--- src/rtl/acc_cpu_core.sv ---
// rtl/acc_cpu_core.sv - parametrised accumulator CPU core with fetch/decode/execute FSM
module acc_cpu_core #(
    parameter  int DATA_W  = 8,
    parameter  int ADDR_W  = 5,
    localparam int INSTR_W = 3 + ADDR_W
) (
    input  logic               clk,
    input  logic               reset,
    output logic [ADDR_W-1:0]  imem_addr,
    input  logic [INSTR_W-1:0] imem_data,
    output logic [ADDR_W-1:0]  dmem_addr,
    input  logic [DATA_W-1:0]  dmem_rdata,
    output logic [DATA_W-1:0]  dmem_wdata,
    output logic               dmem_we,
    output logic [ADDR_W-1:0]  pc,
    output logic [INSTR_W-1:0] instr,
    output logic [DATA_W-1:0]  acc,
    output logic               zero,
    output logic               carry,
    output logic               retire,
    output logic               halted
);

    localparam logic [2:0] OP_HLT = 3'b000;
    localparam logic [2:0] OP_LDI = 3'b001;
    localparam logic [2:0] OP_LDA = 3'b010;
    localparam logic [2:0] OP_STA = 3'b011;
    localparam logic [2:0] OP_ADD = 3'b100;
    localparam logic [2:0] OP_SUB = 3'b101;
    localparam logic [2:0] OP_JZ  = 3'b110;
    localparam logic [2:0] OP_JMP = 3'b111;

    typedef enum logic [1:0] {
        S_FETCH  = 2'd0,
        S_DECODE = 2'd1,
        S_EXEC   = 2'd2,
        S_HALT   = 2'd3
    } state_t;

    state_t             state_q;
    logic [ADDR_W-1:0]  pc_q;
    logic [INSTR_W-1:0] instr_q;
    logic [DATA_W-1:0]  acc_q;
    logic               zero_q;
    logic               carry_q;
    logic               we_q;
    logic               retire_q;
    logic               halted_q;

    logic [ADDR_W-1:0]  pc_d;
    logic [DATA_W-1:0]  acc_d;
    logic               zero_d;
    logic               carry_d;

    logic [2:0]         op;
    logic [ADDR_W-1:0]  operand;
    logic [DATA_W-1:0]  imm;
    logic [DATA_W:0]    sum;
    logic [DATA_W:0]    diff;

    assign op      = instr_q[INSTR_W-1:ADDR_W];
    assign operand = instr_q[ADDR_W-1:0];
    assign imm     = DATA_W'(operand);
    assign sum     = {1'b0, acc_q} + {1'b0, dmem_rdata};
    // The extra top bit of the widened difference is the borrow.
    assign diff    = {1'b0, acc_q} - {1'b0, dmem_rdata};

    always_comb begin
        pc_d    = pc_q + ADDR_W'(1);
        acc_d   = acc_q;
        zero_d  = zero_q;
        carry_d = carry_q;
        case (op)
            OP_HLT: pc_d = pc_q;
            OP_LDI: begin
                acc_d   = imm;
                zero_d  = (imm == '0);
                carry_d = 1'b0;
            end
            OP_LDA: begin
                acc_d   = dmem_rdata;
                zero_d  = (dmem_rdata == '0);
                carry_d = 1'b0;
            end
            OP_ADD: begin
                acc_d   = sum[DATA_W-1:0];
                zero_d  = (sum[DATA_W-1:0] == '0);
                carry_d = sum[DATA_W];
            end
            OP_SUB: begin
                acc_d   = diff[DATA_W-1:0];
                zero_d  = (diff[DATA_W-1:0] == '0);
                carry_d = diff[DATA_W];
            end
            OP_JZ: begin
                if (zero_q) begin
                    pc_d = operand;
                end
            end
            OP_JMP: pc_d = operand;
            default: ;
        endcase
    end

    always_ff @(posedge clk or posedge reset) begin
        if (reset) begin
            state_q  <= S_FETCH;
            pc_q     <= '0;
            instr_q  <= '0;
            acc_q    <= '0;
            zero_q   <= 1'b0;
            carry_q  <= 1'b0;
            we_q     <= 1'b0;
            retire_q <= 1'b0;
            halted_q <= 1'b0;
        end else begin
            we_q     <= 1'b0;
            retire_q <= 1'b0;
            case (state_q)
                S_FETCH: state_q <= S_DECODE;
                S_DECODE: begin
                    instr_q  <= imem_data;
                    retire_q <= 1'b1;
                    we_q     <= (imem_data[INSTR_W-1:ADDR_W] == OP_STA);
                    state_q  <= S_EXEC;
                end
                S_EXEC: begin
                    pc_q    <= pc_d;
                    acc_q   <= acc_d;
                    zero_q  <= zero_d;
                    carry_q <= carry_d;
                    if (op == OP_HLT) begin
                        halted_q <= 1'b1;
                        state_q  <= S_HALT;
                    end else begin
                        state_q  <= S_FETCH;
                    end
                end
                S_HALT: state_q <= S_HALT;
                default: state_q <= S_FETCH;
            endcase
        end
    end

    // In DECODE the instruction is not latched yet, so the operand comes straight from the ROM.
    assign dmem_addr  = (state_q == S_DECODE) ? imem_data[ADDR_W-1:0] : operand;
    assign imem_addr  = pc_q;
    assign dmem_wdata = acc_q;
    assign dmem_we    = we_q;
    assign pc         = pc_q;
    assign instr      = instr_q;
    assign acc        = acc_q;
    assign zero       = zero_q;
    assign carry      = carry_q;
    assign retire     = retire_q;
    assign halted     = halted_q;

endmodule

--- config.mk ---
export PLATFORM = sky130hd
export DESIGN_NAME = acc_cpu_core
export DESIGN_NICKNAME = d
export VERILOG_FILES = /design/src/rtl/acc_cpu_core.sv
export SDC_FILE = /design/constraint.sdc
export NUM_CORES = 1
export LEC_CHECK = 0
export ABC_AREA = 0
export CAP_MARGIN = 10
export CORE_ASPECT_RATIO = 0.6
export CORE_MARGIN = 5
export CORE_UTILIZATION = 50
export CTS_CLUSTER_SIZE = 8
export DETAILED_ROUTE_END_ITERATION = 10
export MAX_ROUTING_LAYER = met4
export PLACE_DENSITY = 0.82
export SYNTH_ARGS = -nofsm -noshare
export SYNTH_HDL_FRONTEND = slang
export SYNTH_SLANG_ARGS = --single-unit
--- constraint.sdc ---
create_clock -name clk -period 3.25 [get_ports clk]
set_clock_uncertainty 0.1 [all_clocks]
set_input_delay 0.65 -clock clk [delete_from_list [all_inputs] [get_ports clk]]
set_output_delay 0.65 -clock clk [all_outputs]
set_load 0.01 [all_outputs]
## Word-level counts from Yosys, hierarchy flattened

Index checks and enable logic that the tools add are counted.

| cells by class | value |
|---|---|
| reductions and logical operators | 13 |
| eq/ne operators | 10 |
| bitwise gates (word level) | 1 |
| $add $sub $neg | 3 |
| multiplexer cells | 10 |

Operators by type and width:

| operator | count |
|---|---|
| zero test 8 bit | 4 |
| case mux 8 bit (4 select lines) | 1 |
| case mux 5 bit (3 select lines) | 1 |
| equality test 3 bit, second input constant | 4 |
| 2-to-1 mux 5 bit | 2 |
| adder 8 x 8 -> 9 bit | 1 |
| subtractor 8 x 8 -> 9 bit | 1 |
| case mux 2 bit (4 select lines) | 1 |
| AND reduction 2 bit | 4 |
| equality test 3 x 2 -> 1 bit, second input constant | 2 |
| adder 5 x 1 -> 5 bit, second input constant | 1 |
| equality test 2 bit, second input constant | 2 |
| case mux 1 bit (4 select lines) | 1 |
| nonzero test 4 bit | 1 |
| equality test 3 x 1 -> 1 bit, second input constant | 1 |
| zero test 3 bit | 1 |
| case mux 1 bit (3 select lines) | 1 |
| nonzero test 3 bit | 1 |
| equality test 2 x 1 -> 1 bit, second input constant | 1 |
| zero test 2 bit | 1 |
| 2-to-1 mux 1 bit | 2 |
| 2-to-1 mux 2 bit | 1 |
| OR reduction 2 bit | 1 |
| inverter 1 bit | 1 |

| word-level totals | value |
|---|---|
| logic and storage cells | 46 |
| register bits after elaboration | 28 |
| input port bits | 18 |
| output and inout bits | 44 |

## Longest topological paths before layout

| logic depth | value |
|---|---|
| depth in word-level cells | 4 |
| mapped depth | 10 |

## Worst setup path after synthesis

No wires, ideal clock.

| timing | value |
|---|---|
| path kind | input to register |
| from | in dmem_rdata[0] |
| to | reg zero_q (netlist: zero) |
| buffers on the path | 0 |
| arrival | 2.473 ns |
| path slack | 0.603 ns |
| library setup time | 0.074 ns |
| stages on the path | 9 |
| required time | 3.076 ns |
| path through | ha_1 inv_1 fa_1 xor2_2 or3b_1 nor4_2 o211ai_1 o41a_1 o21ai_2 |

| between the ends | value |
|---|---|
| longest elaborated chain between the ends | 3 |

RTL lines:

| what | RTL line | RTL |
|---|---|---|
| from (decl) | 12 | `input logic [DATA_W-1:0] dmem_rdata,` |
| subtractor 8 x 8 -> 9 bit / adder 8 x 8 -> 9 bit (equally long branches) | 66, 64 |  |
| zero test 8 bit, on equally long branches | 92, 87 |  |
| case mux 1 bit (4 select lines) (*) | 73 | `case (op)` |
| to (signal assigned) | 130 | `zero_q <= zero_d;` |
| to (decl) | 44 | `logic zero_q;` |

Mark *: on every way between the ends. The rest lies on a longest branch, timed or not.
A chain may end at the register's enable or synchronous reset.

## Worst setup path after layout

Same ends and word-level chain as after synthesis.

==> results.md <==
- Status: finished, final reports clean
- Hold Path Class: flop to flop
- Critical-path cell list: clkdlybuf4s50_1, ha_1, inv_1, fa_1, xor2_2, or3b_1, nor4_2, o211ai_1, o41a_1, o21ai_2
- Fin area: about 0.0031 mm^2
- Iter 0 DRT Violations: 167
- Port bufs: 61
- Pre-Repair DR Iteration Count: 8
- Sequential share of power: 0.243
- CTS tree: yes
- Die H: 63.8 um
- Pint: 1880 uW
- Worst rel slew slack: 0.428
- Overall routing resource usage: 0.213
- Mapped Cells: roughly 280
- Final net count: 364
- Slowest CP cell: clkdlybuf4s50_1
- Period utilisation layout: 0.946
- Post-Syn Area per Cell: 8.71 um^2
- Final setup fails: 0
- VDD IR max: 0.000647 V
- Placed cell area: 0.00301 mm^2
- DRT Wirelength: 6530 um
- Die W: 99.7 um
- Wire per inst: 16.8 um
- Min setup slack post-route: 176 ps
- Area growth syn-to-layout: 27.7%
- CP max stage delay: roughly 480 ps
- Mapped Area: ~0.0024 mm^2
- Most common cell after layout, fill and taps aside: clkdlybuf4s50_1
- Maximum clock insertion buffer count: 2
- WP data required: 3370 ps
- FF+latch count, synth: 28
- Final Power: 3450 uW
- Max cap viols: 0
- Final ANT Viol Nets: 0
- Starting density of the core: 0.523
- Worst skew pair latency: 280 ps
- # DRC: 0
- Via count: 2246
- Post-synthesis sequential area ratio: 0.290
- Final hold vios: 0
- PwrDens: roughly 1100 mW/mm^2
- Antenna violations before repair: 0
- Detailed-route vias per instance: 5.79
- Vias in the first global route: approximately 2.1k
- CP max FO: 2
- Core Region: 0.00461 mm^2
- RSZ-0062 raised after global routing: no
- Rows: 19
- Largest net degree at the start of global routing: 29
- Post-CTS Resized: 0
- Grt total ovfl: 0
- CP delay by family, top: simple AND/OR/NAND/NOR gates
- Root Driver: clkbuf_8
- Synth Warn #: 0
- Ant diodes: 0
- Synth Net Count: 315
- Startpoint types: input port
- Critical path arrival: between 3000 and 4000 ps
- Setup WS pre-CTS: -78.2 ps
- # clock sinks: 28
- Crit. End Element: flop
- Most frequent cells in the layout: 61 x clkdlybuf4s50_1, 28 x dfrtp_1, 26 x nor2_1, 23 x a21oi_1, 18 x ha_1
- P_sw: 1570 uW
- Logic pwr share: 0.675
- Top_reg_cell synth: dfrtp_1
- Fmax: approximately 330 MHz
- Gpl congestion: 0.906
- Tmin final: roughly 3100 ps
- Critical path buffers and inverters: 2
- Fin. max-slew vios: 0
- Post-CTS setup buffer count: 0
- First-pass GRT wire length: around 11000 um
- Cts hold-fix bufs: 0
- Static Leakage: 0.00128 uW
- CTS H-tree depth: 1
- Worst-Margin Slew: ~850 ps
- Fraction of layout cells with a size suffix above 1: 0.102
- Clk pwr share: 0.082
- Type of the worst setup path: input port to flop
- Async set or reset register ratio after synthesis: 1.00
- Yosys cell types: 55
- Sw Ratio: 0.455
- Detailed Place HPWL: 5050 um
- Reg clk slew, reported paths: approximately 100 ps
- Post-synth EDFFs: 0
- Fin Hold WS: 404 ps
- Die Area: 0.00636 mm^2
- Ports: 62
- CTS Buf Count: 3
-- cells in the mapped netlist, types with 2 or more instances --
cell,count,share of area
a211oi_1,2,0.0062
a21o_1,3,0.0093
a21oi_1,23,0.048
a221o_1,2,0.0083
a221oi_1,3,0.011
and2b_1,2,0.0062
and3_1,3,0.0078
buf_2,2,0.0041
buf_4,15,0.047
clkbuf_1,9,0.014
dfrtp_1,28,0.29
fa_1,2,0.017
ha_1,18,0.093
inv_1,17,0.026
mux2_2,9,0.042
mux2i_1,3,0.012
nand2_1,13,0.020
nand2b_1,6,0.016
nand3_1,7,0.015
nand3b_1,2,0.0062
nor2_1,26,0.040
nor2b_1,5,0.013
nor3_1,7,0.015
nor3b_1,3,0.0093
nor4_1,3,0.0078
o211ai_1,2,0.0062
o21ai_0,11,0.023
o21ai_2,2,0.0073
o22ai_1,9,0.023
o2bb2ai_1,2,0.0073
o31ai_1,2,0.0062
o32ai_1,3,0.011
or3b_1,2,0.0073
or4_1,2,0.0062
xnor2_1,7,0.025
xor2_1,3,0.011
-- worst reg2reg max path, delay by kind of cell (launching register included) --
kind / cells / cell delay [ps]
and+or+nand+nor: 2 / 690
AOI/OAI and AO/OA: 3 / 530
xor gates and xnor gates: 1 / 200
DFF: 1 / 460
buffers and inverters: 2 / 160
adders and majority gates: 2 / 590
-- cell families (layout without fill, tap and decap cells) --
kind of cell | count (synthesis) | count (layout) | share of synthesized area
adder cells (fa/ha/maj) | 20 | 20 | 0.110
flip-flops | 28 | 28 | 0.290
AO/OA/AOI/OAI | 76 | 76 | 0.212
buffers and inverters | 44 | 92 | 0.0960
XOR/XNOR | 11 | 11 | 0.0431
multiplexers | 12 | 12 | 0.0545
AND/OR/NAND/NOR | 86 | 86 | 0.194
-- power groups by stage --
stage          Combinational, uW  Clock [uW]  Sequential (uW)
2_1_floorplan               1550           0              762
3_3_place_gp                2270           0              834
3_5_place_dp                2290           0              845
4_1_cts                     2310         281              838
5_1_grt                     2530         293              891
6_report                    2330         281              840
-- state kept, by name (all words and copies together) (netlist names) --
signal     count
state_q        2
halted         1
instr          8
dmem_we        1
retire         1
zero           1
carry          1
acc            8
imem_addr      5
-- layer usage --
metal / share of wire / track usage / vias up
met2: 0.42 / 0.287 / 105
met4: 0.0026 / 0.0170 / 0
met5: 0 / - / -
met1: 0.50 / 0.334 / 1058
met3: 0.084 / 0.0467 / 2
li1: - / - / 1081
-- worst paths after layout --
| check | startpoint | to | slack (ps) | cells after the start |
|---|---|---|---|---|
| worst max-delay path | dmem_rdata[0] | zero | 180 | 10 |
| worst min-delay path | halted | halted | 400 | 1 |
| worst max register to register | acc[0] | zero | 460 | 10 |
| worst min register to register | halted | halted | 400 | 1 |
| max in group asynchronous | reset | acc[1] | 2160 | 3 |
| min in group asynchronous | reset | instr[7] | 620 | 3 |
-- per-stage QoR --
stage          setup TNS (ps)   util  cells
2_1_floorplan               0      -    277
3_3_place_gp                0  0.652    384
3_5_place_dp            -78.2  0.652    384
4_1_cts                     0  0.668    388
5_1_grt                     0  0.668    388
6_report                    0  0.668    388
-- layout make-up --
cell class / instances / area, um^2
clock buffer: 3 / 41.3
clock inverter: 1 / 30.0
fill: 394 / 1530
inverter: 17 / 63.8
multi-input combinational: 205 / 1480
sequential: 28 / 701
tap: 63 / 78.8
timing repair buffer: 71 / 686
Note: power is estimated with default switching activity, not from simulation.
==> RTL edit 1, RTL diff (config.mk and constraints unchanged) <==
The parameter `DATA_W` goes from 8 to 6.
--- a/src/rtl/acc_cpu_core.sv
+++ b/src/rtl/acc_cpu_core.sv
@@ -1,5 +1,5 @@
 // rtl/acc_cpu_core.sv - parametrised accumulator CPU core with fetch/decode/execute FSM
 module acc_cpu_core #(
-    parameter  int DATA_W  = 8,
+    parameter  int DATA_W  = 6,
     parameter  int ADDR_W  = 5,
     localparam int INSTR_W = 3 + ADDR_W
Ports: changed (resized acc, dmem_rdata and dmem_wdata); port bits go from 62 to 56. No check against the original RTL was run, so the function may have changed too.
==> RTL edit 1 against the original RTL <==
Routed wire length shrank 16%; largest power group unchanged; sequential cell count down 2; largest cell class unchanged; non-clock buffer count shrank 10; final area fell by 18%; cell count down 19%; area after synthesis shrank 18%; register-to-register slack improved by 220 ps; worst setup slack gained 93 ps; sequential share of layout area is 2.9 points higher; power is 19% lower.
==> RTL edit 1: results <==
layout:
  drive_above_1_share_pct: 7.06
  fillers: 318
routing:
  drt_iter0_drc: 144
  wirelength_um: 5470
  met2WireLength_um: 2300
  drt_first_pass_iters: 5
  via_per_inst: 5.84
  top_layer: "met3"
worst_setup_path:
  reg2reg_depth: 9
  crit_arrival_ps: 3090
global_route:
  grt_usage_pct: 21.2
  grt_pass1_wl_um: 9000
outcome:
  status: "finished, final reports clean"
yosys:
  synthMuxAreaShare_pct: 6.09
  synth_cells: 226
  synth_xor_area_share_pct: 2.66
  synth_common_cells: "dfrtp_1 (26), a21oi_1 (22), nor2_1 (20)"
  synth.net_count: 257
  synthTopCellsByArea: "dfrtp_1 (33%), ha_1 (8.2%), a21oi_1 (5.6%)"
  synth_adder_area_share_pct: 10.3
pwr:
  max-vdd-ir-drop_uv: 528
  leakage_nw: 1.08
place:
  io_buffers: 55
  place_congestion: 0.938
  dp.cells: 312
sta:
  slew-limit-headroom_pct: 35.7
==> RTL edit 1: cell types whose count changed in the layout (fill, tap and decap cells not counted), sizes merged, moves of 3 or more <==
cell,unedited run,this run
o21ai,13,9
a31oi,0,5
ha,18,13
o22ai,9,5
buf,10,6
xor2,4,1
nor2,26,20
nor3b,5,0
clkdlybuf4s50,61,55
==> RTL edit 1: logic make-up (layout without fill, tap and decap cells) <==
logic type / Yosys count / in the layout
muxes: 11 / 11
buffers and inverters: 38 / 81
xor gates and xnor gates: 6 / 6
AOI/OAI and AO/OA: 68 / 68
adders and majority gates: 15 / 15
and+or+nand+nor: 62 / 62
DFF: 26 / 26
==> RTL edit 1: cell type report <==
class                           instances  share of cell area [%]
Inverter                               16                    2.37
Sequential cell                        26                    25.7
Tap cell                               47                    2.32
Multi-Input combinational cell        162                    44.0
Timing Repair Buffer                   61                    23.5
Clock buffer                            4                    2.17
==> RTL edit 1: worst max path at each step <==
stage | start | endpoint | depth (start not counted)
after detailed placement | dmem_rdata[0] | zero | 9
final | dmem_rdata[0] | zero | 9
after floorplan | dmem_rdata[0] | zero | 8
after CTS | dmem_rdata[0] | zero | 9
after global routing | dmem_rdata[0] | zero | 9
after global placement | dmem_rdata[0] | zero | 9
==> RTL edit 1: worst max-delay path, delay by kind of cell <==
kind / cells / cell delay [ps]
and+or+nand+nor: 3 / 690
AOI/OAI and AO/OA: 2 / 410
buffers and inverters: 1 / 490
adders and majority gates: 2 / 680
xor gates and xnor gates: 1 / 170
==> RTL edit 1: metal layers <==
layer  up-vias  global-route usage, %
met4         0                   1.46
met2        91                   30.4
met5         -                      -
met3         0                   6.39
li1        884                      -
met1       872                   30.8
==> RTL edit 1: stage by stage <==
stage / setup slack [ps] / power, mW / cell area [um^2]
3_3_place_gp: 33.8 / 2.51 / 2480
4_1_cts: 356 / 2.79 / 2530
3_5_place_dp: 85.3 / 2.56 / 2480
2_1_floorplan: 905 / 1.87 / 1970
6_report: 269 / 2.79 / 2530
5_1_grt: 233 / 3.01 / 2530
==> RTL edit 1: where the power goes <==
group	switching [mW]	leakage, nW	internal, mW
logic	0.912	0.741	0.942
registers	0.244	0.309	0.478
clock network	0.101	0.0288	0.108
total	1.26	1.08	1.53
==> RTL edit 2, RTL diff (same settings) <==
Without the edit above. Re-encode `state_t` (4 states) as Gray code, 2 bits wide.
--- a/src/rtl/acc_cpu_core.sv
+++ b/src/rtl/acc_cpu_core.sv
@@ -32,8 +32,8 @@
 
     typedef enum logic [1:0] {
-        S_FETCH  = 2'd0,
-        S_DECODE = 2'd1,
-        S_EXEC   = 2'd2,
-        S_HALT   = 2'd3
+        S_FETCH  = 2'b00,
+        S_DECODE = 2'b01,
+        S_EXEC   = 2'b11,
+        S_HALT   = 2'b10
     } state_t;
 
Function: no difference found for any inputs over 10 cycles, from zero or initial values and one cycle with reset high; not proved beyond that.
==> RTL edit 2 against the original RTL <==
Area after synthesis down 2.1%; non-clock buffer count rose by 5; fmax up 6.2%; final area fell by 1.2%; synthesized cell count decreased by 1.8%; sequential cell count unchanged; critical path depth decreased by 1; worst hold slack worse by 44 ps; sequential share of layout area is 0.28 points higher; cell count is 0.26% lower; sequential power fell by 3.9%; power is 0.48% lower; routed wire length rose by 2.3%; worst setup slack better by 180 ps.
==> RTL edit 2: results <==
layout:
  buffers: 76
  drive_above_1_share_pct: 10.5
  fin_nets: 363
  fillers: 406
  nonClockInverterCount: 15
  fin_util_pct: 66.7
  multiInputCombCellCount: 201
  stdcell_count: 387
  multi_input_area_um2: 1430
  clock_buffers: 4
  clkCellAreaFrac_pct: 1.81
yosys:
  avgSynthCellArea_um2: 8.68
  synth_compound_area_share_pct: 24.7
  synth.net_count: 310
  synth_common_cells: "dfrtp_1 (28), a21oi_1 (21), nor2_1 (21)"
  synth_adder_area_share_pct: 11.2
  synthDistinctLibCells: 56
  synthMuxAreaShare_pct: 4.61
  synthTopCellsByArea: "dfrtp_1 (30%), ha_1 (9.5%), a21oi_1 (4.5%)"
  ys_seq_area_share_pct: 29.7
  synth_xor_area_share_pct: 2.97
worst_setup_path:
  crit_fanout: 3
  slowest_delay_ps: 550
  crit_arrival_ps: 2970
place:
  dp_hpwl_um: 5340
  pre_cts_ws_ps: 82.6
  dp.cells: 383
  place_congestion: 0.997
outcome:
  status: "finished, final reports clean"
routing:
  met2WireLength_um: 2720
  met3_length_um: 703
  drt_first_pass_iters: 4
  wirelength_um: 6680
  drt_iter0_drc: 185
clock_tree:
  cts_root_buffer: "clkbuf_8"
  cts_setup_buffers: 0
  cts_buffers: 3
global_route:
  grt_use_met2_pct: 31.1
  grt_pass1_vias: 2192
  grt_pass1_wl_um: 11100
run:
  drv_cap: 0
pwr:
  p_seq_mw: 0.807
  leakage_nw: 1.27
  p_seq_share_pct: 23.5
  clkPwrFrac_pct: 6.4
floorplan:
  die_x_um: 98.7
RTL edit 2: kinds of logic (layout without fill, tap and decap cells):
family / after synthesis / count (layout)
flops: 28 / 28
simple gates: 79 / 79
xor+xnor: 8 / 8
buf+inv: 43 / 95
fa+ha+maj: 20 / 20
mux: 10 / 10
compound gates: 84 / 84
RTL edit 2: worst max-delay path, delay by kind of cell:
kind                     cells  cell delay (ps)
AO/OA/AOI/OAI                2              440
XOR/XNOR                     1              120
adder cells (fa/ha/maj)      1              330
buffers and inverters        2              660
AND/OR/NAND/NOR              3              790
RTL edit 2: worst paths after layout:
kind                               startpoint        to  slack (ps)  cells after the start
min in group asynchronous               reset  instr[7]         620                      3
worst max-delay path            dmem_rdata[1]      zero         350                      9
max in group asynchronous               reset    acc[1]        2160                      3
worst min-delay path                   halted    halted         360                      1
worst min register to register         halted    halted         360                      1
worst max register to register       instr[7]      zero         630                      5
